File: config.mk
export PLATFORM = sky130hd
export DESIGN_NAME = cluster_periph_demux_flat
export DESIGN_NICKNAME = d
export VERILOG_FILES = /design/src/rtl/cluster_periph_demux_if.sv /design/src/rtl/cluster_periph_demux.sv /design/src/flat_wrapper.sv
export SDC_FILE = /design/constraint.sdc
export NUM_CORES = 1
export LEC_CHECK = 0
export ABC_AREA = 1
export BUFFER_PORTS_ARGS = -buffer_cell sky130_fd_sc_hd__buf_4
export CAP_MARGIN = 25
export CORE_AREA = 2 2 237 239
export DETAILED_ROUTE_END_ITERATION = 10
export DIE_AREA = 0 0 239 241
export HOLD_SLACK_MARGIN = 0.02
export PLACE_DENSITY = 0.43
export SYNTH_ARGS = -nofsm -noshare
export SYNTH_HDL_FRONTEND = slang
export SYNTH_SLANG_ARGS = --single-unit
export TNS_END_PERCENT = 5
File: constraint.sdc
create_clock -name clk_i -period 3.4 [get_ports clk_i]
set_input_delay 0.68 -clock clk_i [delete_from_list [all_inputs] [get_ports clk_i]]
set_output_delay 0.68 -clock clk_i [all_outputs]
set_load 0.05 [all_outputs]
File: src/rtl/cluster_periph_demux_if.sv
// Core-style request/response bundle between the cluster
// peripheral crossbar and the peripheral demux.
interface cluster_periph_demux_if #(
  parameter int unsigned AddrWidth = 32,
  parameter int unsigned DataWidth = 32
);
  localparam int unsigned BeWidth = DataWidth / 8;

  logic                 req;
  logic [AddrWidth-1:0] add;
  logic                 we;
  logic [DataWidth-1:0] wdata;
  logic [BeWidth-1:0]   be;
  logic                 gnt;
  logic                 r_valid;
  logic [DataWidth-1:0] r_rdata;
  logic                 r_opc;

  modport master (
    output req, add, we, wdata, be,
    input  gnt, r_valid, r_rdata, r_opc
  );

  modport slave (
    input  req, add, we, wdata, be,
    output gnt, r_valid, r_rdata, r_opc
  );
endinterface

File: src/rtl/cluster_periph_demux.sv
// Address-window demux from one core-style request stream to
// NumSlv peripheral ports, with in-order responses and error slot.
module cluster_periph_demux #(
  parameter int unsigned NumSlv         = 12,
  parameter int unsigned AddrWidth      = 32,
  parameter int unsigned DataWidth      = 32,
  parameter int unsigned RegionLog2     = 10,
  parameter int unsigned SlotWidth      = 4,
  parameter int unsigned MaxOutstanding = 4,
  parameter logic [DataWidth-1:0] ErrRdata =
    DataWidth'(32'hBADACCE5)
) (
  input  logic                        clk_i,
  input  logic                        rst_ni,
  cluster_periph_demux_if.slave       slv,
  output logic [NumSlv-1:0]           mst_req_o,
  output logic [AddrWidth-1:0]        mst_add_o,
  output logic                        mst_we_o,
  output logic [DataWidth-1:0]        mst_wdata_o,
  output logic [DataWidth/8-1:0]      mst_be_o,
  input  logic [NumSlv-1:0]           mst_gnt_i,
  input  logic [NumSlv-1:0]           mst_r_valid_i,
  input  logic [NumSlv*DataWidth-1:0] mst_r_rdata_i,
  input  logic [NumSlv-1:0]           mst_r_opc_i,
  output logic                        unexpected_rsp_o
);
  localparam int unsigned TgtW = $clog2(NumSlv + 1);
  localparam int unsigned CntW = $clog2(MaxOutstanding + 1);
  localparam logic [TgtW-1:0] ErrTgt = TgtW'(NumSlv);
  localparam logic [CntW-1:0] CntMax = CntW'(MaxOutstanding);

  logic [SlotWidth-1:0] slot;
  logic                 tgt_err;
  logic [TgtW-1:0]      tgt;
  logic                 allowed;
  logic                 port_gnt;
  logic                 gnt;

  logic                 rsp_valid;
  logic [DataWidth-1:0] rsp_rdata;
  logic                 rsp_opc;
  logic                 unexp;

  logic [CntW-1:0]      cnt_q, cnt_d;
  logic [TgtW-1:0]      last_q, last_d;
  logic                 err_pend_q, err_pend_d;

  // Request fields fan out unchanged to every port.
  assign mst_add_o   = slv.add;
  assign mst_we_o    = slv.we;
  assign mst_wdata_o = slv.wdata;
  assign mst_be_o    = slv.be;

  // Decode the target and forward only when ordering allows it.
  always_comb begin
    slot     = slv.add[RegionLog2 +: SlotWidth];
    tgt_err  = 32'(slot) >= NumSlv;
    tgt      = tgt_err ? ErrTgt : TgtW'(slot);
    allowed  = (cnt_q != CntMax) &&
               ((cnt_q == '0) || (tgt == last_q));
    mst_req_o = '0;
    port_gnt  = 1'b0;
    for (int unsigned i = 0; i < NumSlv; i++) begin
      if (!tgt_err && (tgt == TgtW'(i))) begin
        mst_req_o[i] = slv.req & allowed;
        port_gnt     = mst_gnt_i[i];
      end
    end
    gnt = slv.req & allowed & (tgt_err | port_gnt);
  end

  // Select the response of the owning target; flag strays.
  always_comb begin
    rsp_valid = 1'b0;
    rsp_rdata = '0;
    rsp_opc   = 1'b0;
    unexp     = 1'b0;
    if ((cnt_q != '0) && (last_q == ErrTgt) && err_pend_q) begin
      rsp_valid = 1'b1;
      rsp_rdata = ErrRdata;
      rsp_opc   = 1'b1;
    end
    for (int unsigned i = 0; i < NumSlv; i++) begin
      if (mst_r_valid_i[i]) begin
        if ((cnt_q != '0) && (last_q == TgtW'(i))) begin
          rsp_valid = 1'b1;
          rsp_rdata = mst_r_rdata_i[i*DataWidth +: DataWidth];
          rsp_opc   = mst_r_opc_i[i];
        end else begin
          unexp = 1'b1;
        end
      end
    end
  end

  assign slv.gnt          = gnt;
  assign slv.r_valid      = rsp_valid;
  assign slv.r_rdata      = rsp_rdata;
  assign slv.r_opc        = rsp_opc;
  assign unexpected_rsp_o = unexp;

  // Outstanding count, owning target and error-slot response.
  always_comb begin
    cnt_d      = cnt_q;
    last_d     = gnt ? tgt : last_q;
    err_pend_d = gnt & tgt_err;
    unique case ({gnt, rsp_valid})
      2'b10:   cnt_d = cnt_q + CntW'(1);
      2'b01:   cnt_d = cnt_q - CntW'(1);
      default: cnt_d = cnt_q;
    endcase
  end

  // State registers.
  always_ff @(posedge clk_i or negedge rst_ni) begin
    if (!rst_ni) begin
      cnt_q      <= '0;
      last_q     <= '0;
      err_pend_q <= 1'b0;
    end else begin
      cnt_q      <= cnt_d;
      last_q     <= last_d;
      err_pend_q <= err_pend_d;
    end
  end
endmodule

File: src/flat_wrapper.sv
// flat-port wrapper written by rule: the top's interface ports become plain ports
module cluster_periph_demux_flat 
#(
  parameter int unsigned NumSlv         = 12,
  parameter int unsigned AddrWidth      = 32,
  parameter int unsigned DataWidth      = 32,
  parameter int unsigned RegionLog2     = 10,
  parameter int unsigned SlotWidth      = 4,
  parameter int unsigned MaxOutstanding = 4,
  parameter logic [DataWidth-1:0] ErrRdata =
    DataWidth'(32'hBADACCE5)
)
  (clk_i, rst_ni, mst_req_o, mst_add_o, mst_we_o, mst_wdata_o, mst_be_o, mst_gnt_i, mst_r_valid_i, mst_r_rdata_i, mst_r_opc_i, unexpected_rsp_o, slv_req, slv_add, slv_we, slv_wdata, slv_be, slv_gnt, slv_r_valid, slv_r_rdata, slv_r_opc);
  cluster_periph_demux_if #(.AddrWidth(AddrWidth), .DataWidth(DataWidth)) slv_i ();
  input  logic clk_i;
  input  logic rst_ni;
  output logic [NumSlv-1:0] mst_req_o;
  output logic [AddrWidth-1:0] mst_add_o;
  output logic mst_we_o;
  output logic [DataWidth-1:0] mst_wdata_o;
  output logic [DataWidth/8-1:0] mst_be_o;
  input  logic [NumSlv-1:0] mst_gnt_i;
  input  logic [NumSlv-1:0] mst_r_valid_i;
  input  logic [NumSlv*DataWidth-1:0] mst_r_rdata_i;
  input  logic [NumSlv-1:0] mst_r_opc_i;
  output logic unexpected_rsp_o;
  input wire logic [$bits(slv_i.req)-1:0] slv_req;
  input wire logic [$bits(slv_i.add)-1:0] slv_add;
  input wire logic [$bits(slv_i.we)-1:0] slv_we;
  input wire logic [$bits(slv_i.wdata)-1:0] slv_wdata;
  input wire logic [$bits(slv_i.be)-1:0] slv_be;
  output wire logic [$bits(slv_i.gnt)-1:0] slv_gnt;
  output wire logic [$bits(slv_i.r_valid)-1:0] slv_r_valid;
  output wire logic [$bits(slv_i.r_rdata)-1:0] slv_r_rdata;
  output wire logic [$bits(slv_i.r_opc)-1:0] slv_r_opc;
  assign slv_i.req = slv_req;
  assign slv_i.add = slv_add;
  assign slv_i.we = slv_we;
  assign slv_i.wdata = slv_wdata;
  assign slv_i.be = slv_be;
  assign slv_gnt = slv_i.gnt;
  assign slv_r_valid = slv_i.r_valid;
  assign slv_r_rdata = slv_i.r_rdata;
  assign slv_r_opc = slv_i.r_opc;
  cluster_periph_demux #(.NumSlv(NumSlv), .AddrWidth(AddrWidth), .DataWidth(DataWidth), .RegionLog2(RegionLog2), .SlotWidth(SlotWidth), .MaxOutstanding(MaxOutstanding), .ErrRdata(ErrRdata)) u_core (.clk_i(clk_i), .rst_ni(rst_ni), .slv(slv_i), .mst_req_o(mst_req_o), .mst_add_o(mst_add_o), .mst_we_o(mst_we_o), .mst_wdata_o(mst_wdata_o), .mst_be_o(mst_be_o), .mst_gnt_i(mst_gnt_i), .mst_r_valid_i(mst_r_valid_i), .mst_r_rdata_i(mst_r_rdata_i), .mst_r_opc_i(mst_r_opc_i), .unexpected_rsp_o(unexpected_rsp_o));
endmodule
* Word-level counts from Yosys, hierarchy flattened
Index checks and enable logic that the tools add are counted. Widths: inputs -> output; s select.
Operators by class: add/sub/neg operators 2, order comparisons 1, equality and inequality tests 27, mux-type cells 124, bitwise gates (word level) 4, reduce and logical (&&, ||, !) cells 34
Operator list (count):
- $mux 32 | 25
- $mux 1 | 97
- $eq 4x4->1 const B | 9
- $eq 4x3->1 const B | 8
- $logic_and 1x1->1 | 27
- $eq 4x2->1 const B | 4
- $eq 4x1->1 const B | 2
- $logic_not 4->1 | 2
- $pmux 3 s2 | 1
- $eq 4x4->1 | 1
- $ge 4x4->1 const B | 1
- $mux 4 | 1
- $add 3x1->3 const B | 1
- $and 1x1->1 | 3
- $logic_not 3->1 | 1
- $ne 3x3->1 const B | 1
- $reduce_bool 3->1 | 1
- $sub 3x1->3 const B | 1
- $eq 2x1->1 const B | 1
- $eq 2x2->1 const B | 1
- $reduce_bool 2->1 | 1
- $logic_not 1->1 | 1
- $logic_or 1x1->1 | 1
- $or 1x1->1 | 1
Storage, ports and cells: bits in registers 8, bits of input ports 492, output and inout bits 117, logic and storage cells 195

* Logic depth before layout (Yosys ltp)
Gate-level depths: netlist of run 1.
depth after elaboration 30, mapped depth 19, gate-level depth less buffers 18

* Least setup slack after synthesis of run 1
Ideal clock, no wire load.
path kind input port to output port, start point in slv_add[13], end point out mst_req_o[10], arrival time 3270 ps, required time 2720 ps, slack -550 ps, cell stages on the path 11, buffers on the path 2, path through buf_4 -> nand2_1 -> inv_1 -> nor2_2 -> xor2_1 -> a211oi_1 -> o21ai_1 -> nand2_1 -> nand2_1 -> buf_2 -> nor4_1
On the way: cells in the longest elaborated chain, start to end 7, elaborated cells on any way between the ends 10, those cells by class 1 x order compare; 2 x eq/ne; 2 x mux; 1 x bitwise; 4 x reduce/logical
Ends and longest elaborated chain:
- start, declared | RTL line flat_wrapper.sv:28 | input wire logic [$bits(slv_i.add)-1:0] slv_add;
- $ge 4x4->1 | RTL line cluster_periph_demux.sv:57 | tgt_err = 32'(slot) >= NumSlv;
- $mux 4 | RTL line cluster_periph_demux.sv:58 | tgt = tgt_err ? ErrTgt : TgtW'(slot);
- $eq 4x4->1 | RTL line cluster_periph_demux.sv:60 | ((cnt_q == '0) || (tgt == last_q));
- $logic_or 1x1->1 | RTL line cluster_periph_demux.sv:60
- $logic_and 1x1->1 | RTL line cluster_periph_demux.sv:59 | allowed = (cnt_q != CntMax) &&
- $and 1x1->1 | RTL line cluster_periph_demux.sv:65 | mst_req_o[i] = slv.req & allowed;
- $mux 1 * | RTL line cluster_periph_demux.sv:64 | if (!tgt_err && (tgt == TgtW'(i))) begin
- end, declared | RTL line flat_wrapper.sv:17 | output logic [NumSlv-1:0] mst_req_o;
Mark *: on every way between the ends. The rest lies on a longest branch, timed or not.

* Worst setup path after layout of run 1
start point reg u_core.last_q[0], end point out slv_r_rdata[16]
On the way: cells in the longest elaborated chain, start to end 26, elaborated cells on any way between the ends 48, those cells by class 11 x eq/ne; 24 x mux; 13 x reduce/logical
Ends and longest elaborated chain:
- start, declared | RTL line cluster_periph_demux.sv:45 | logic [TgtW-1:0] last_q, last_d;
- start signal, assigned | RTL line cluster_periph_demux.sv:122 | last_q <= last_d;
- $logic_not 4->1 | RTL line cluster_periph_demux.sv:85 | if ((cnt_q != '0) && (last_q == TgtW'(i))) begin
- $logic_and 1x1->1 | RTL line cluster_periph_demux.sv:85
- $mux 32 | RTL line cluster_periph_demux.sv:85
- $mux 32 | RTL line cluster_periph_demux.sv:84 | if (mst_r_valid_i[i]) begin
- $mux 32 | RTL line cluster_periph_demux.sv:85
- $mux 32 | RTL line cluster_periph_demux.sv:84
- $mux 32 | RTL line cluster_periph_demux.sv:85
- $mux 32 | RTL line cluster_periph_demux.sv:84
- (+10 left out)
- $mux 32 | RTL line cluster_periph_demux.sv:85
- $mux 32 | RTL line cluster_periph_demux.sv:84
- $mux 32 | RTL line cluster_periph_demux.sv:85
- $mux 32 | RTL line cluster_periph_demux.sv:84
- $mux 32 | RTL line cluster_periph_demux.sv:85
- $mux 32 | RTL line cluster_periph_demux.sv:84
- $mux 32 | RTL line cluster_periph_demux.sv:85
- $mux 32 * | RTL line cluster_periph_demux.sv:84
- end, declared | RTL line flat_wrapper.sv:34 | output wire logic [$bits(slv_i.r_rdata)-1:0] slv_r_rdata;
Marked as above.

==> impl_metrics.csv, run 1 <==
group,metric,value,unit
pwr,p_leak,6.56,nW
final_layout,fillers,6548,
synth,avgSynthCellArea,4.47,µm²
sta,maxSlewHeadroom,70.6,%
clock_network,cts.sinks,8,
sta,skew,0.00281,ns
synth,synth_top_area_share,39.6,%
clock_network,clk_latency,0.23,ns
route,vias_per_cell,3.92,
sta,hold_violations,0,
route,ant_nets,0,
setup_path,cp-start-kind,"flip-flop",
floorplan,io_pins,609,
global_routing,grt_use_total,15.4,%
global_routing,grt_max_degree,68,
clock_network,cts_buffer_depth,2,
floorplan,dieHeight,241,µm
outcome,status,"finished clean",
sta,setup_violations,0,
setup_path,path_class,"reg -> out",
final_layout,nets,2425,
clock_network,clock-root-buffer,"clkbuf_16",
global_routing,grt_pass1_wl,65.5,mm
synth,synth_warnings,0,
clock_network,htree_levels,1,
global_routing,grt-ovfl-total,0,
final_layout,syn_to_final_growth,60.1,%
route,drc,0,
final_layout,seqCellArea,201,µm²
synth,postSynthCellCount,1567,
floorplan,initial_utilization,12.8,%
floorplan,dieArea,0.0576,mm²
synth,synth_edf_count,0,
route,drt-total-wl,46.9,mm
synth,ys_seq_area_share,2.86,%
pwr,p_per_area,600,mW/mm²
setup_path,r2r_end,"u_core.cnt_q[2]$_DFFE_PN0P_",
setup_path,crit_end,"slv_r_rdata[16]",
sta,fin_crit,3.29,ns
synth,synthFlopType,"dfrtp_1",
placed_design,placed_cells,2630,
route,vias,10300,
setup_path,startpoint,"u_core.last_q[0]$_DFFE_PN0P_",
setup_path,crit_path_max_fanout,39,
route,drt-wirelength-per-cell,17.8,µm
placed_design,hpwl,39.7,mm
clock_network,hold_buffers,0,
clock_network,clk_pin_slew,0.04,ns
final_layout,fin_cells,2636,
setup_path,r2r_start,"u_core.last_q[0]$_DFFE_PN0P_",
floorplan,core,0.0549,mm²
global_routing,grt_pass1_vias,10300,
synth,yosysTopAreaCell,"nand2_1",
synth,synth_fp_nets,2061,
placed_design,place_congestion,0.877,
sta,drv_slew,0,
final_layout,multi_input_area,0.00489,mm²
sta,clock.fmax,0.304,GHz
setup_path,crit_path_end_kind,"output port",
worst_hold_path,hold_path_class,"in -> async",
setup_path,critical_path_arrival,2.61,ns
final_layout,drive_above_1_share,32.6,%
route,dr.pass1.iters,4,
route,drt_iter0_drc,457,
synth,synth_area_leaders,"nand2_1 (40%), inv_1 (13%), buf_4 (8.3%)",
sta,rsz0062_at_grt,"true",
floorplan,rows,86,
setup_path,crit_required,2.72,ns
synth,ys_types,34,
setup_path,r2r_setup_slack,0.60,ns
sta,worst_pin_slew,0.441,ns
pwr,ir_drop,0.547,mV
flow_run,cap_violations,0,
placed_design,numPortBuffers,478,
synth,netlist_area,0.00700,mm²
clock_network,cts_tree,"built",
final_layout,layout_common_cells,"nand2_1 (722), buf_4 (493), inv_1 (244)",
global_routing,antenna_found_initial,11,
sta,period_share,96.8,%
synth,synth.ff_latch_count,8,
final_layout,final_common_cell,"nand2_1",
setup_path,r2r_cells,16,
synth,ys_async_sr_fraction,100,%
clock_network,numCtsBuffers,3,
floorplan,dieWidth,239,µm
sta,holdWs,0.263,ns
==> layout make-up <==
| cell class | instances | share of cell area [%] |
|---|---|---|
| repair buffers | 517 | 36.5 |
| inverters | 281 | 9.43 |
| multi-input cells | 1120 | 43.6 |
| clock buffers | 3 | 0.669 |
| well taps | 704 | 7.86 |
| diodes | 3 | 0.0669 |
| flip-flops and latches | 8 | 1.80 |
==> worst max-delay path, cell delays in order (launching register included) <==
cell     delay [ns]
dfrtp_1        0.43
buf_4          0.17
nor2_1         0.14
nand2_1        0.13
nor2_2         0.13
nand2_2        0.10
buf_12         0.18
nand2_1        0.10
inv_2          0.04
nand2_1        0.13
nand2_2        0.11
nand2_2        0.11
nand2_1        0.05
nand2_1        0.05
nand2_1        0.05
nand2_1        0.06
nand2_1        0.05
nand2_1        0.13
buf_6          0.18
==> cell usage after synthesis (2+ instances only) <==
cell type  number
nand2_2         4
buf_4          77
inv_1         246
inv_2          32
nand4_1        63
or2_2          36
clkinv_1        3
nand2_4         2
clkbuf_1       28
nor2_2          7
o21ai_0        74
nand3_2         2
a21oi_1         4
o21ai_1        15
buf_2          50
xor2_1          2
nor3_1          7
buf_1           2
nand2_1       739
dfrtp_1         8
nor2_1         89
nand3_1        60
a221oi_1        2
nor4_1          5
==> metrics by stage <==
step	power (W)	util, %	instance area [µm²]	setup WS [ns]	TNS (ns)
5_1_grt	0.00737	20.4	11200	-0.0679	-0.690
3_3_place_gp	0.00659	20.1	11000	-0.00448	-0.00448
3_5_place_dp	0.00657	20.1	11000	-0.0248	-0.0248
4_1_cts	0.00680	20.2	11100	0.00101	0
2_1_floorplan	0.00426	-	7000	-0.550	-2.39
6_report	0.00672	20.4	11200	0.110	0
==> worst min path at each step <==
stage                                         to  startpoint  slack [ns]
floorplan            u_core.cnt_q[0]$_DFFE_PN0P_      rst_ni        0.38
global placement     u_core.cnt_q[1]$_DFFE_PN0P_      rst_ni        0.50
detailed placement   u_core.cnt_q[0]$_DFFE_PN0P_      rst_ni        0.51
CTS                 u_core.last_q[2]$_DFFE_PN0P_      rst_ni        0.27
global route        u_core.last_q[2]$_DFFE_PN0P_      rst_ni        0.27
finish              u_core.last_q[2]$_DFFE_PN0P_      rst_ni        0.26
==> sequential cells by signal (all words and copies together) (netlist names) <==
signal,flops
u_core.cnt_q,3
u_core.err_pend_q,1
u_core.last_q,4
==> routing by layer <==
metal | track usage [%] | share of wire [%] | wire length, µm | up-vias
li1 | - | - | - | 5314
met1 | 18.6 | 41 | 19300 | 4536
met2 | 27.0 | 48 | 22500 | 401
met3 | 4.27 | 8.4 | 3920 | 79
met4 | 3.33 | 2.4 | 1130 | 16
met5 | 0 | 0.22 | 105 | -
==> timing repair <==
action                                  4_1_cts  5_1_grt
endpoints found under the setup margin       17       35
buffers inserted                              0        0
pin swaps                                     0        3
gates resized for setup                       5       41
==> power breakdown <==
group	leakage [nW]	total, W	switching, W	internal (W)
Combinational	6.43	0.00635	0.00436	0.00199
Clock	0.0370	0.000193	0.0000421	0.000151
Sequential	0.0989	0.000185	0.0000437	0.000141
Total	6.56	0.00672	0.00445	0.00228
==> logic make-up after synthesis <==
group	Yosys count	synth area share [%]
and+or+nand+nor	1015	60.1
buffers and inverters	439	28.7
AOI/OAI and AO/OA	100	7.50
DFF	8	2.86
xor gates and xnor gates	3	0.375
adders and majority gates	2	0.465
(Power assumes the default switching activity.)
==> inputs of run 2 (changes only) <==
--- a/config.mk
+++ b/config.mk
@@ -13,6 +13,7 @@
 export DIE_AREA = 0 0 239 241
 export HOLD_SLACK_MARGIN = 0.02
 export PLACE_DENSITY = 0.43
+export REMOVE_ABC_BUFFERS = 1
 export SYNTH_ARGS = -nofsm -noshare
 export SYNTH_HDL_FRONTEND = slang
 export SYNTH_SLANG_ARGS = --single-unit
==> run 2 against run 1 <==
  * Power fell by 7.7%
  * Design area shrank 0.34%
  * Die area did not move
  * Via count increased by 3.7%
  * Worst setup slack better by 0.037 ns
  * Critical path type is now in -> out
  * Flip-flop and latch count unchanged
  * Fmax up 1.1%
  * Cell count did not move
  * Clock-buffer cell count stayed put
  * Worst hold slack better by 0.0025 ns
==> impl_metrics.csv, run 2 (synthesis results as in run 1) <==
group,metric,value,unit
outcome,status,"finished clean",
sta,maxSlewHeadroom,56.6,%
route,vias,10700,
clock_network,hold_buffers,0,
sta,clock.fmax,0.307,GHz
setup_path,crit_path_max_fanout,13,
floorplan,dieHeight,241,µm
global_routing,grt-ovfl-total,0,
pwr,p_sw,0.00400,W
flow_run,cap_violations,0,
placed_design,place_congestion,0.985,
final_layout,layout_common_cells,"nand2_1 (733), buf_4 (499), inv_1 (245)",
clock_network,clk_latency,0.23,ns
sta,hold_violations,0,
floorplan,dieArea,0.0576,mm²
setup_path,r2r_cells,16,
final_layout,seqCellArea,201,µm²
pwr,p_per_area,555,mW/mm²
final_layout,largest_register,"u_core.last_q",
setup_path,cp-start-kind,"input pin",
placed_design,hpwl,39.9,mm
global_routing,grt_pass1_vias,10400,
sta,skew,0.00246,ns
global_routing,grt_max_degree,67,
floorplan,initial_utilization,12.8,%
final_layout,multi_input_area,0.00487,mm²
sta,drv_slew,0,
pwr,combPwrFrac,93.7,%
sta,rsz0062_at_grt,"true",
floorplan,io_pins,609,
placed_design,numPortBuffers,478,
setup_path,path_class,"in -> out",
sta,period_share,95.7,%
final_layout,fin_cells,2636,
pwr,switching_share,64.5,%
final_layout,syn_to_final_growth,59.6,%
route,ant_nets,0,
setup_path,r2r_end,"u_core.cnt_q[2]$_DFFE_PN0P_",
pwr,p_clk_share,3.1,%
placed_design,placed_cells,2630,
setup_path,r2r_start,"u_core.last_q[0]$_DFFE_PN0P_",
final_layout,drive_above_1_share,31.9,%
pwr,p_leak,6.57,nW
final_layout,post-route-util,20.4,%
global_routing,grt_pass1_wl,69.2,mm
route,drc,0,
route,dr.pass1.iters,6,
clock_network,clock-root-buffer,"clkbuf_16",
sta,worst_pin_slew,0.652,ns
final_layout,largest_reg_flops,4,
floorplan,core,0.0549,mm²
floorplan,dieWidth,239,µm
final_layout,nets,2426,
floorplan,rows,86,
final_layout,fillers,6540,
clock_network,cts_tree,"built",
pwr,seq_power_share,3.2,%
clock_network,cts_buffer_depth,2,
clock_network,numCtsBuffers,3,
route,vias_per_cell,4.07,
setup_path,r2r_setup_slack,0.51,ns
final_layout,final_common_cell,"nand2_1",
placed_design,pre_cts_ws,0.0935,ns
pwr,internal-power,0.00221,W
route,drt-wirelength-per-cell,19.0,µm
worst_hold_path,hold_path_class,"in -> async",
clock_network,cts.sinks,8,
pwr,ir_drop,0.409,mV
sta,fin_crit,3.25,ns
setup_path,crit_path_end_kind,"output port",
clock_network,clk_pin_slew,0.04,ns
global_routing,grt_use_total,16.4,%
global_routing,antenna_found_initial,4,
setup_path,crit_required,2.72,ns
route,drt-total-wl,50.1,mm
sta,worst_slack,0.146,ns
setup_path,critical_path_arrival,2.57,ns
clock_network,htree_levels,1,
final_layout,reg.largest.list,"u_core.last_q (4), u_core.cnt_q (3), u_core.err_pend_q (1)",
sta,setup_violations,0,
route,drt_iter0_drc,488,
-- run 2: cell types whose count changed in the layout (fill, tap and decap cells not counted), sizes merged --
| cell | change |
|---|---|
| clkinv | -2 |
| diode | -1 |
| inv | +2 |
| buf | +1 |
-- run 2: repair_timing --
item / 4_1_cts / 5_1_grt
setup endpoints to repair: 8 / 32
gates resized for setup: 1 / 12
setup buffers: 0 / 1
pin swaps: 0 / 2
gates cloned: 0 / 0
-- run 2: worst max-delay path by stage --
stage | startpoint | endpoint | cells after the start
after global routing | u_core.last_q[1]$_DFFE_PN0P_ | slv_r_rdata[2] | 19
after detailed placement | slv_add[12] | u_core.cnt_q[2]$_DFFE_PN0P_ | 18
final | slv_add[12] | mst_req_o[6] | 12
after CTS | u_core.last_q[2]$_DFFE_PN0P_ | slv_r_rdata[0] | 19
after floorplan | u_core.cnt_q[1]$_DFFE_PN0P_ | u_core.cnt_q[1]$_DFFE_PN0P_ | 12
after global placement | slv_add[12] | mst_req_o[0] | 12
-- run 2: worst max-delay path: stages --
cell and delay [ns]:
buf_4 0.16, nand2_1 0.15, inv_1 0.09, nor2_2 0.21
xor2_1 0.10, a211oi_1 0.26, o21ai_1 0.10, nand2_1 0.07
nand2_1 0.06, buf_4 0.18, nor4_1 0.23, buf_4 0.26
-- run 2: layout make-up --
type | count | share of cell area (%)
antenna | 2 | 0.0448
clock buffer | 3 | 0.672
multi-input combinational | 1120 | 43.6
sequential | 8 | 1.80
tap | 704 | 7.88
timing repair buffer | 518 | 36.6
inverter | 281 | 9.44
-- run 2: through the flow --
step | area [µm²] | setup TNS [ns] | total power, W | hold WS [ns]
finish | 11200 | 0 | 0.00620 | 0.265
global placement | 11000 | 0 | 0.00604 | 0.504
CTS | 11100 | 0 | 0.00627 | 0.263
detailed placement | 11000 | 0 | 0.00605 | 0.507
floorplan | 6050 | -10.11 | 0.00390 | 0.384
global route | 11200 | -0.0444 | 0.00685 | 0.263
-- run 2: power groups by stage --
stage | clock (W) | combinational, W | sequential (W)
after floorplan | 0 | 0.00373 | 0.000179
after global placement | 0 | 0.00585 | 0.000190
after detailed placement | 0 | 0.00585 | 0.000191
after CTS | 0.000199 | 0.00588 | 0.000190
after global routing | 0.000207 | 0.00644 | 0.000204
final | 0.000194 | 0.00581 | 0.000198
-- run 2: per-layer routing --
metal / vias up / part of all wire (%) / track usage (%)
li1: 5325 / - / -
met1: 4720 / 39 / 18.5
met2: 606 / 45 / 26.9
met3: 74 / 13 / 8.58
met4: 8 / 2.4 / 4.07
met5: - / 0.57 / 3.28
==> inputs of run 3 (changes only) <==
--- a/config.mk
+++ b/config.mk
@@ -12,7 +12,6 @@
 export DETAILED_ROUTE_END_ITERATION = 10
 export DIE_AREA = 0 0 239 241
 export HOLD_SLACK_MARGIN = 0.02
-export PLACE_DENSITY = 0.43
 export REMOVE_ABC_BUFFERS = 1
 export SYNTH_ARGS = -nofsm -noshare
 export SYNTH_HDL_FRONTEND = slang
==> run 3 against run 2 <==
  * Sequential power shrank 5%
  * Clock power grew 6%
  * Worst setup slack lost 0.021 ns
  * Combinational power grew 2%
  * Die area is the same
  * Critical endpoint is now mst_req_o[5]
  * Design area grew 1.1%
  * Via count shrank 0.69%
  * Largest cell class unchanged
  * Flip-flop and latch count is the same
  * Worst hold slack lost 0.0098 ns
  * Critical path depth is the same
  * Core utilization grew 0.22 points
  * Largest power group unchanged
==> impl_metrics.csv, run 3 (synthesis results as in run 1) <==
group,metric,value,unit
outcome,status,"finished clean",
final_layout,largest_register,"u_core.last_q",
floorplan,initial_utilization,12.8,%
sta,maxSlewHeadroom,63.8,%
global_routing,grt_use_total,15.9,%
global_routing,grt_max_degree,50,
clock_network,hold_buffers,0,
clock_network,cts_tree,"built",
placed_design,numPortBuffers,478,
setup_path,cp.buffers_inverters,4,
sta,rsz0062_at_grt,"true",
setup_path,slowest_stage,"buf_4",
sta,holdWs,0.255,ns
route,vias_per_cell,4.03,
pwr,internal-power,0.00225,W
pwr,p_sw,0.00405,W
route,drt-total-wl,50.3,mm
flow_run,cap_violations,0,
floorplan,dieHeight,241,µm
global_routing,grt_pass1_wl,65.8,mm
final_layout,seqCellArea,200,µm²
placed_design,place_congestion,0.851,
setup_path,cpPeakStageDelay,0.27,ns
final_layout,fin_cells,2642,
floorplan,rows,86,
sta,skew,0.000820,ns
floorplan,io_pins,609,
final_layout,reg.largest.list,"u_core.last_q (4), u_core.cnt_q (3), u_core.err_pend_q (1)",
clock_network,numCtsBuffers,3,
final_layout,drive_above_1_share,32.1,%
sta,period_share,96.3,%
pwr,switching_share,64.3,%
sta,drv_slew,0,
route,wl_met1,19.8,mm
final_layout,largest_reg_flops,4,
global_routing,grt-ovfl-total,0,
sta,worst_pin_slew,0.543,ns
final_layout,fillers,6499,
global_routing,antenna_found_initial,7,
route,wl_met3,5.83,mm
clock_network,clock-root-buffer,"clkbuf_16",
clock_network,clk_latency,0.24,ns
setup_path,crit_path_max_fanout,13,
final_layout,multi_input_area,0.00488,mm²
pwr,p_per_area,558,mW/mm²
global_routing,grt_pass1_vias,9927,
final_layout,nets,2430,
pwr,p_leak,6.62,nW
sta,hold_violations,0,
setup_path,crit_required,2.72,ns
pwr,p_clk_share,3.3,%
setup_path,critical_path_arrival,2.59,ns
final_layout,syn_to_final_growth,61.3,%
route,dr.max_layer_used,"met5",
setup_path,cp-start-kind,"input pin",
sta,fin_crit,3.27,ns
sta,setup_violations,0,
placed_design,hpwl,39.2,mm
clock_network,cts.sinks,8,
floorplan,dieWidth,239,µm
floorplan,dieArea,0.0576,mm²
setup_path,crit_chain,"buf_4 > nand2_1 > inv_1 > nor2_2 > xor2_1 > a211oi_1 > o21ai_1 > nand2_1 > nand2_1 > buf_4 > nor4_1 > buf_4",
sta,clock.fmax,0.305,GHz
setup_path,crit_path_end_kind,"output port",
pwr,seq_power_share,3.0,%
placed_design,placed_cells,2628,
route,drt-wirelength-per-cell,19.0,µm
pwr,ir_drop,0.373,mV
final_layout,layout_common_cells,"nand2_1 (732), buf_4 (500), inv_1 (245)",
setup_path,crit_family,"simple AND/OR/NAND/NOR gates",
route,met2_length,23.0,mm
route,drc,0,
final_layout,final_common_cell,"nand2_1",
route,ant_nets,0,
worst_hold_path,hold_path_class,"in -> async",
floorplan,core,0.0549,mm²
route,vias,10700,
clock_network,htree_levels,1,
route,drt_iter0_drc,397,
clock_network,clk_pin_slew,0.04,ns
pwr,combPwrFrac,93.8,%
route,dr.pass1.iters,5,
clock_network,cts_buffer_depth,2,
setup_path,path_class,"in -> out",
run 3: final cells by class:
class / count / area share [%]
Antenna cell: 4 / 0.0886
Clock buffer: 3 / 0.664
Inverter: 281 / 9.36
Multi-Input combinational cell: 1120 / 43.2
Sequential cell: 8 / 1.77
Tap cell: 704 / 7.80
Timing Repair Buffer: 522 / 37.1
run 3: path summary, 6_finish.rpt:
kind | from | endpoint | slack (ns) | cells past startpoint
max | slv_add[12] | mst_req_o[5] | 0.13 | 12
max in group asynchronous | rst_ni | u_core.cnt_q[2]$_DFFE_PN0P_ | 3.02 | 1
min reg2reg | u_core.last_q[2]$_DFFE_PN0P_ | u_core.last_q[2]$_DFFE_PN0P_ | 0.54 | 2
max reg2reg | u_core.cnt_q[1]$_DFFE_PN0P_ | u_core.cnt_q[1]$_DFFE_PN0P_ | 0.48 | 13
min in group clk_i | u_core.last_q[2]$_DFFE_PN0P_ | u_core.last_q[2]$_DFFE_PN0P_ | 0.54 | 2
min | rst_ni | u_core.last_q[3]$_DFFE_PN0P_ | 0.26 | 1
run 3: layer usage:
metal | vias up | track usage (%)
met5 | - | 3.11
met4 | 10 | 4.68
met3 | 70 | 7.43
met2 | 611 | 27.4
met1 | 4628 | 17.1
li1 | 5340 | -
run 3: per-stage QoR:
step                instance area [µm²]  power, W  setup TNS, ns  util (%)  worst slack, ns
floorplan                          6050   0.00390         -10.11         -           -0.811
global placement                  11000   0.00603              0      20.1            0.101
detailed placement                11000   0.00604              0      20.1           0.0694
CTS                               11100   0.00628              0      20.3          0.00140
global route                      11300   0.00692        -0.0455      20.6          -0.0138
finish                            11300   0.00631              0      20.6            0.126
run 3: power by group through the flow:
stage / registers [W] / logic [W] / clock network, W
finish: 0.000189 / 0.00592 / 0.000205
global route: 0.000193 / 0.00651 / 0.000211
CTS: 0.000183 / 0.00589 / 0.000204
detailed placement: 0.000184 / 0.00585 / 0
global placement: 0.000181 / 0.00585 / 0
floorplan: 0.000179 / 0.00373 / 0
run 3: repair_timing:
| action | CTS | global route |
|---|---|---|
| setup buffers | 4 | 0 |
| setup endpoints to repair | 1 | 33 |
| gates cloned | 0 | 3 |
| hold endpoints to repair | 0 | 0 |
| pin swaps | 1 | 1 |
| gates resized for setup | 1 | 20 |
